File: src/rtl/unidade_controle_seq_if.sv
// Control bundle between the instruction sequencer and the 9-bit processor datapath.
// The sequencer is the master: it receives Run/IR/G_nz and drives every strobe.
interface unidade_controle_seq_if;
    logic       Run;
    logic [8:0] IR;
    logic       G_nz;
    logic       IRin;
    logic [7:0] Rin;
    logic [7:0] Rout;
    logic       Gout;
    logic       DINout;
    logic       Ain;
    logic       Gin;
    logic       AddSub;
    logic       ADDRin;
    logic       DOUTin;
    logic       W_D;
    logic       Done;
    logic [2:0] Tstep;

    modport master (
        input  Run, IR, G_nz,
        output IRin, Rin, Rout, Gout, DINout, Ain, Gin, AddSub,
               ADDRin, DOUTin, W_D, Done, Tstep
    );

    modport slave (
        output Run, IR, G_nz,
        input  IRin, Rin, Rout, Gout, DINout, Ain, Gin, AddSub,
               ADDRin, DOUTin, W_D, Done, Tstep
    );
endinterface

File: src/rtl/unidade_controle_seq.sv
// Multi-cycle instruction sequencer: a step counter plus combinational decode of
// (step, IR, G_nz) into the datapath strobes. IR is held externally, never latched here.
module unidade_controle_seq #(
    parameter int MEM_WAIT = 1
) (
    input  logic                    Clock,
    input  logic                    Resetn,
    unidade_controle_seq_if.master  bus
);

    typedef enum logic [2:0] {
        T0 = 3'd0, T1 = 3'd1, T2 = 3'd2, T3 = 3'd3, T4 = 3'd4, T5 = 3'd5
    } step_t;

    localparam logic [2:0] OP_MV   = 3'b000;
    localparam logic [2:0] OP_MVI  = 3'b001;
    localparam logic [2:0] OP_ADD  = 3'b010;
    localparam logic [2:0] OP_SUB  = 3'b011;
    localparam logic [2:0] OP_LD   = 3'b100;
    localparam logic [2:0] OP_ST   = 3'b101;
    localparam logic [2:0] OP_MVNZ = 3'b110;
    localparam logic [2:0] LD_LAST = 3'(2 + MEM_WAIT);

    step_t      step_r;
    step_t      next_step_s;
    logic [2:0] op_s;
    logic [7:0] x_hot_s;
    logic [7:0] y_hot_s;
    logic [2:0] last_s;

    assign op_s      = bus.IR[8:6];
    assign x_hot_s   = 8'b0000_0001 << bus.IR[5:3];
    assign y_hot_s   = 8'b0000_0001 << bus.IR[2:0];
    assign bus.Tstep = step_r;

    // Step counter; the only state in the block.
    always_ff @(posedge Clock) begin
        if (!Resetn) begin
            step_r <= T0;
        end else begin
            step_r <= next_step_s;
        end
    end

    // Final step of each opcode, used to recover from an out-of-range step.
    always_comb begin
        case (op_s)
            OP_ADD, OP_SUB: last_s = 3'd3;
            OP_LD:          last_s = LD_LAST;
            OP_ST:          last_s = 3'd2;
            default:        last_s = 3'd1;
        endcase
    end

    // Strobe decode and next-step selection.
    always_comb begin
        bus.IRin    = 1'b0;
        bus.Rin     = 8'd0;
        bus.Rout    = 8'd0;
        bus.Gout    = 1'b0;
        bus.DINout  = 1'b0;
        bus.Ain     = 1'b0;
        bus.Gin     = 1'b0;
        bus.AddSub  = 1'b0;
        bus.ADDRin  = 1'b0;
        bus.DOUTin  = 1'b0;
        bus.W_D     = 1'b0;
        bus.Done    = 1'b0;
        next_step_s = step_r;

        if (!Resetn) begin
            next_step_s = T0;
        end else if (step_r == T0) begin
            bus.IRin = bus.Run;
            if (bus.Run) begin
                next_step_s = T1;
            end else begin
                next_step_s = T0;
            end
        end else if (3'(step_r) > last_s) begin
            next_step_s = T0;
        end else begin
            case (op_s)
                OP_MV: begin
                    bus.Rout = y_hot_s;
                    bus.Rin  = x_hot_s;
                    bus.Done = 1'b1;
                end
                OP_MVI: begin
                    bus.DINout = 1'b1;
                    bus.Rin    = x_hot_s;
                    bus.Done   = 1'b1;
                end
                OP_ADD, OP_SUB: begin
                    case (step_r)
                        T1: begin
                            bus.Rout = x_hot_s;
                            bus.Ain  = 1'b1;
                        end
                        T2: begin
                            bus.Rout   = y_hot_s;
                            bus.Gin    = 1'b1;
                            bus.AddSub = (op_s == OP_SUB);
                        end
                        default: begin
                            bus.Gout = 1'b1;
                            bus.Rin  = x_hot_s;
                            bus.Done = 1'b1;
                        end
                    endcase
                end
                OP_LD: begin
                    if (step_r == T1) begin
                        bus.Rout   = y_hot_s;
                        bus.ADDRin = 1'b1;
                    end else if (3'(step_r) == LD_LAST) begin
                        bus.DINout = 1'b1;
                        bus.Rin    = x_hot_s;
                        bus.Done   = 1'b1;
                    end else begin
                        bus.Done = 1'b0;
                    end
                end
                OP_ST: begin
                    if (step_r == T1) begin
                        bus.Rout   = y_hot_s;
                        bus.ADDRin = 1'b1;
                    end else begin
                        bus.Rout   = x_hot_s;
                        bus.DOUTin = 1'b1;
                        bus.W_D    = 1'b1;
                        bus.Done   = 1'b1;
                    end
                end
                OP_MVNZ: begin
                    bus.Done = 1'b1;
                    if (bus.G_nz) begin
                        bus.Rout = y_hot_s;
                        bus.Rin  = x_hot_s;
                    end else begin
                        bus.Rout = 8'd0;
                    end
                end
                default: begin
                    bus.Done = 1'b1;
                end
            endcase

            if (bus.Done) begin
                next_step_s = T0;
            end else begin
                next_step_s = step_t'(3'(step_r) + 3'd1);
            end
        end
    end

endmodule

File: src/flat_wrapper.sv
// flat-port wrapper written by rule: the top's interface ports become plain ports
module unidade_controle_seq_flat 
#(
    parameter int MEM_WAIT = 1
)
  (Clock, Resetn, bus_Run, bus_IR, bus_G_nz, bus_IRin, bus_Rin, bus_Rout, bus_Gout, bus_DINout, bus_Ain, bus_Gin, bus_AddSub, bus_ADDRin, bus_DOUTin, bus_W_D, bus_Done, bus_Tstep);
  unidade_controle_seq_if bus_i ();
  input  logic Clock;
  input  logic Resetn;
  input wire logic [$bits(bus_i.Run)-1:0] bus_Run;
  input wire logic [$bits(bus_i.IR)-1:0] bus_IR;
  input wire logic [$bits(bus_i.G_nz)-1:0] bus_G_nz;
  output wire logic [$bits(bus_i.IRin)-1:0] bus_IRin;
  output wire logic [$bits(bus_i.Rin)-1:0] bus_Rin;
  output wire logic [$bits(bus_i.Rout)-1:0] bus_Rout;
  output wire logic [$bits(bus_i.Gout)-1:0] bus_Gout;
  output wire logic [$bits(bus_i.DINout)-1:0] bus_DINout;
  output wire logic [$bits(bus_i.Ain)-1:0] bus_Ain;
  output wire logic [$bits(bus_i.Gin)-1:0] bus_Gin;
  output wire logic [$bits(bus_i.AddSub)-1:0] bus_AddSub;
  output wire logic [$bits(bus_i.ADDRin)-1:0] bus_ADDRin;
  output wire logic [$bits(bus_i.DOUTin)-1:0] bus_DOUTin;
  output wire logic [$bits(bus_i.W_D)-1:0] bus_W_D;
  output wire logic [$bits(bus_i.Done)-1:0] bus_Done;
  output wire logic [$bits(bus_i.Tstep)-1:0] bus_Tstep;
  assign bus_i.Run = bus_Run;
  assign bus_i.IR = bus_IR;
  assign bus_i.G_nz = bus_G_nz;
  assign bus_IRin = bus_i.IRin;
  assign bus_Rin = bus_i.Rin;
  assign bus_Rout = bus_i.Rout;
  assign bus_Gout = bus_i.Gout;
  assign bus_DINout = bus_i.DINout;
  assign bus_Ain = bus_i.Ain;
  assign bus_Gin = bus_i.Gin;
  assign bus_AddSub = bus_i.AddSub;
  assign bus_ADDRin = bus_i.ADDRin;
  assign bus_DOUTin = bus_i.DOUTin;
  assign bus_W_D = bus_i.W_D;
  assign bus_Done = bus_i.Done;
  assign bus_Tstep = bus_i.Tstep;
  unidade_controle_seq #(.MEM_WAIT(MEM_WAIT)) u_core (.Clock(Clock), .Resetn(Resetn), .bus(bus_i));
endmodule
File: config.mk
export PLATFORM = sky130hd
export DESIGN_NAME = unidade_controle_seq_flat
export DESIGN_NICKNAME = d
export VERILOG_FILES = /design/src/rtl/unidade_controle_seq_if.sv /design/src/rtl/unidade_controle_seq.sv /design/src/flat_wrapper.sv
export SDC_FILE = /design/constraint.sdc
export NUM_CORES = 1
export LEC_CHECK = 0
export BUFFER_PORTS_ARGS = -buffer_cell sky130_fd_sc_hd__buf_4
export CORE_AREA = 4 4 48 50
export CTS_BUF_LIST = sky130_fd_sc_hd__clkbuf_16
export DETAILED_ROUTE_END_ITERATION = 12
export DIE_AREA = 0 0 52 54
export GPL_TIMING_DRIVEN = 0
export PLACE_DENSITY = 0.8
export SLEW_MARGIN = 20
export SYNTH_ARGS = -nofsm -noshare
export SYNTH_HDL_FRONTEND = slang
export SYNTH_SLANG_ARGS = --single-unit
File: constraint.sdc
create_clock -name Clock -period 4.7 [get_ports Clock]
set_input_delay 0.235 -clock Clock [delete_from_list [all_inputs] [get_ports Clock]]
set_output_delay 0.235 -clock Clock [all_outputs]
set_load 0.05 [all_outputs]
==> flow_metrics.tcl <==
set metrics [dict create \
    finalMaxSlewViolations 0 \
    postCtsSetupRepairBufs 0 \
    start_util_pct 45.7 \
    clock_latency_ns 0.22 \
    initialDrtViolationCount 12 \
    status "finished, final reports clean" \
    hold_class "input pin to flip-flop" \
    setup_slack_ns 2.14 \
    netSwitchingPower_mw 0.0738 \
    port_buffers 41 \
    overall_power_consumption_mw 0.242 \
    crit-reg2reg-capture "u_core.bus.Tstep[2]$_SDFF_PP0_" \
    combPwrFrac_pct 33.9 \
    timing_hold_violations_final 0 \
    setup_tns_ns 0 \
    vdd_ir_drop_max_mv 0.197 \
    setup_viol_count_final 0 \
    min_period_ns 2.56 \
    syn-mean-instance-area_sq_um 7.62 \
    tightestPinTransition_ns 0.547 \
    post_cts_resized 0 \
    yosysTopAreaCell "sky130_fd_sc_hd__ha_1" \
    timing.critical_path.required_ns 4.47 \
    cp_max_fo 7 \
    post_cts_hold_buffer_count 0 \
    endpoint "bus_Rout[3]" \
    synth.lib_cells_used.distinct 43 \
    route.vias.total 1038 \
    r2r_setup_slack_ns 2.79 \
    postLayoutCoreUtil_pct 67.8 \
    r2r_start "u_core.bus.Tstep[1]$_SDFF_PP0_" \
    asyncSetResetFlopFracSynth_pct 0 \
    pwr-share-seq_pct 11.4 \
    synth_ff_type "sky130_fd_sc_hd__dfxtp_1" \
    dieHeight_um 54 \
    grtUsageTotal_pct 19.7 \
    clock-skew-final_ns 0.00181 \
    power_density_nw_per_um2 187 \
    syn_nets 137 \
    power.internal_mw 0.168 \
    syn2layout_area_growth_pct 48.4 \
    final_nets 183 \
    p_leak_nw 0.559 \
    detailedRoute.firstPassIterationCount 4 \
    switching_share_pct 30.5 \
    die_w_um 52 \
    worst_path_arrival_ns 2.33 \
    layout-drive-gt1-share_pct 36.5 \
    max_freq_mhz 390 \
    yosys_register_bits 3 \
    timing_worst_setup_path_type "flip-flop to output port" \
    drc_errors 0 \
    syn-cell-area_sq_um 868 \
    grt_pass1_wl_um 4330 \
    diodes 0 \
    dp_hpwl_um 2070 \
    maximum_number_of_pins_on_one_net_before_global_route_repair 11 \
    finalHoldWorstSlack_ns 0.425 \
    clkPwrFrac_pct 54.7 \
    clock_path_buffers 2 \
    max_slew_margin_pct 63.4 \
    synth.yosys.warnings 0 \
    clk_pin_slew_ns 0.03 \
    first_global_vias 992 \
    rows 16 \
    postSynthCellCount 114 \
    final_antenna_net_count 0 \
    worst_r2r_path_depth 6 \
    fp.coreArea_sq_um 1900 \
    clock_tree.root_cell "sky130_fd_sc_hd__clkbuf_16" \
    worst_setup_path_end_kind "output port" \
    gp_congestion 0.829 \
    max_cap_viol_count 0 \
    rsz0062_at_grt "no" \
    drt-vias-per-instance 5.58 \
    cts_sinks 3 \
    ys_seq_area_share_pct 6.92 \
    synth_enable_flop_cells 0 \
    largest_reg_flops 3 \
    min_period_over_period_pct 54.5 \
    htree_levels 1 \
    finalWirelength_um 2560 \
    antenna_found_initial 0 \
    crit_start "u_core.bus.Tstep[0]$_SDFF_PN0_" \
    pre_cts_slack_ns 2.23 \
    synth_top_cell_area_share_pct 14.4 \
    cts-buffers-inserted 3 \
    routedWlPerCell_um 13.8 \
    ioPinCount 42 \
    hold_path.startpoint "bus_Run" \
    synth.area.top_cells "sky130_fd_sc_hd__ha_1 14%, sky130_fd_sc_hd__dfxtp_1 6.9%, sky130_fd_sc_hd__nand3b_1 5.2%, sky130_fd_sc_hd__nor2_1 5.2%, sky130_fd_sc_hd__nor2b_1 4.3%" \
    grt_overflow 0 \
    start_kind "flip-flop" \
    die_area_sq_um 2810 \
    clock_tree_from_tritoncts "yes" \
]
## cell type report
cell class,count,area [sq um]
Buffer,5,23.8
Clock buffer,3,75.1
Clock inverter,1,3.75
Fill cell,160,613
Inverter,8,30.0
Multi-Input combinational cell,98,754
Sequential cell,3,60.1
Tap cell,27,33.8
Timing Repair Buffer,41,308
## cells in the mapped netlist (2+ instances only)
master / n
sky130_fd_sc_hd__nor4_1: 2
sky130_fd_sc_hd__nor3b_1: 3
sky130_fd_sc_hd__a22oi_1: 3
sky130_fd_sc_hd__nor4b_2: 2
sky130_fd_sc_hd__nor2_1: 12
sky130_fd_sc_hd__nor2b_1: 6
sky130_fd_sc_hd__nand3b_1: 6
sky130_fd_sc_hd__ha_1: 10
sky130_fd_sc_hd__dfxtp_1: 3
sky130_fd_sc_hd__nand2_1: 5
sky130_fd_sc_hd__nor3_1: 5
sky130_fd_sc_hd__a21oi_1: 4
sky130_fd_sc_hd__nand4_1: 2
sky130_fd_sc_hd__a32oi_1: 3
sky130_fd_sc_hd__nand3_1: 2
sky130_fd_sc_hd__inv_1: 8
sky130_fd_sc_hd__nor3b_2: 3
sky130_fd_sc_hd__and4_1: 2
sky130_fd_sc_hd__and3b_1: 2
sky130_fd_sc_hd__and3_1: 3
sky130_fd_sc_hd__or3_1: 2
sky130_fd_sc_hd__clkbuf_1: 3
sky130_fd_sc_hd__nand2b_1: 3
## through the flow
| step | instances | area (sq um) |
|---|---|---|
| 2_1_floorplan | 114 | 868 |
| 3_3_place_gp | 182 | 1210 |
| 6_report | 186 | 1290 |
| 3_5_place_dp | 182 | 1210 |
| 4_1_cts | 186 | 1290 |
| 5_1_grt | 186 | 1290 |
## how the worst min path moves through the flow
stage | cells after the start | slack [ns] | to
after global routing | 3 | 0.44 | u_core.bus.Tstep[0]$_SDFF_PN0_
after detailed placement | 3 | 0.65 | u_core.bus.Tstep[0]$_SDFF_PN0_
after CTS | 3 | 0.42 | u_core.bus.Tstep[0]$_SDFF_PN0_
after floorplan | 0 | 0.70 | bus_Tstep[0]
after global placement | 3 | 0.64 | u_core.bus.Tstep[0]$_SDFF_PN0_
final | 3 | 0.43 | u_core.bus.Tstep[0]$_SDFF_PN0_
## routing by layer
layer  GRT usage (%)  share of wire, %  vias up
li1                -                 -      512
met1            22.5                43      482
met2            37.0                49       42
met3            4.16               7.2        2
met4            4.37              0.82        0
met5               0                 0        -
## layout by cell type (no fill, tap or decap), drive strengths merged, types with 2 or more instances in the layout
master   count
buf         42
nor2        12
ha          10
inv          9
clkbuf       7
nand3b       6
nor2b        6
nor3b        6
nand2        5
nor3         5
a21oi        4
a22oi        3
a32oi        3
nand2b       3
and3         3
dfxtp        3
and3b        2
or3          2
nand4        2
nand3        2
nor4b        2
nor4         2
and4         2
o21ai        2
o2111ai      2
## critical path, cell delays in order, from the launching register on
cell and delay [ns]:
sky130_fd_sc_hd__dfxtp_1 0.38, sky130_fd_sc_hd__inv_1 0.12, sky130_fd_sc_hd__ha_1 0.23, sky130_fd_sc_hd__nor3b_2 0.47, sky130_fd_sc_hd__o211ai_2 0.29, sky130_fd_sc_hd__o31ai_1 0.34, sky130_fd_sc_hd__buf_4 0.25
## power by group through the flow
stage / clock [mW] / sequential, mW / combinational [mW]
3_5_place_dp: 0 / 0.0279 / 0.0811
2_1_floorplan: 0 / 0.0306 / 0.0525
3_3_place_gp: 0 / 0.0278 / 0.0784
6_report: 0.132 / 0.0276 / 0.0818
5_1_grt: 0.139 / 0.0276 / 0.0890
4_1_cts: 0.134 / 0.0276 / 0.0813
## logic make-up after synthesis
kind of cell	share of synthesized area, %
buffers and inverters	6.20
AOI/OAI and AO/OA	20.8
and+or+nand+nor	49.1
xor gates and xnor gates	1.01
adders and majority gates	14.4
DFF	6.92
muxes	1.58
(Power assumes the default switching activity.)
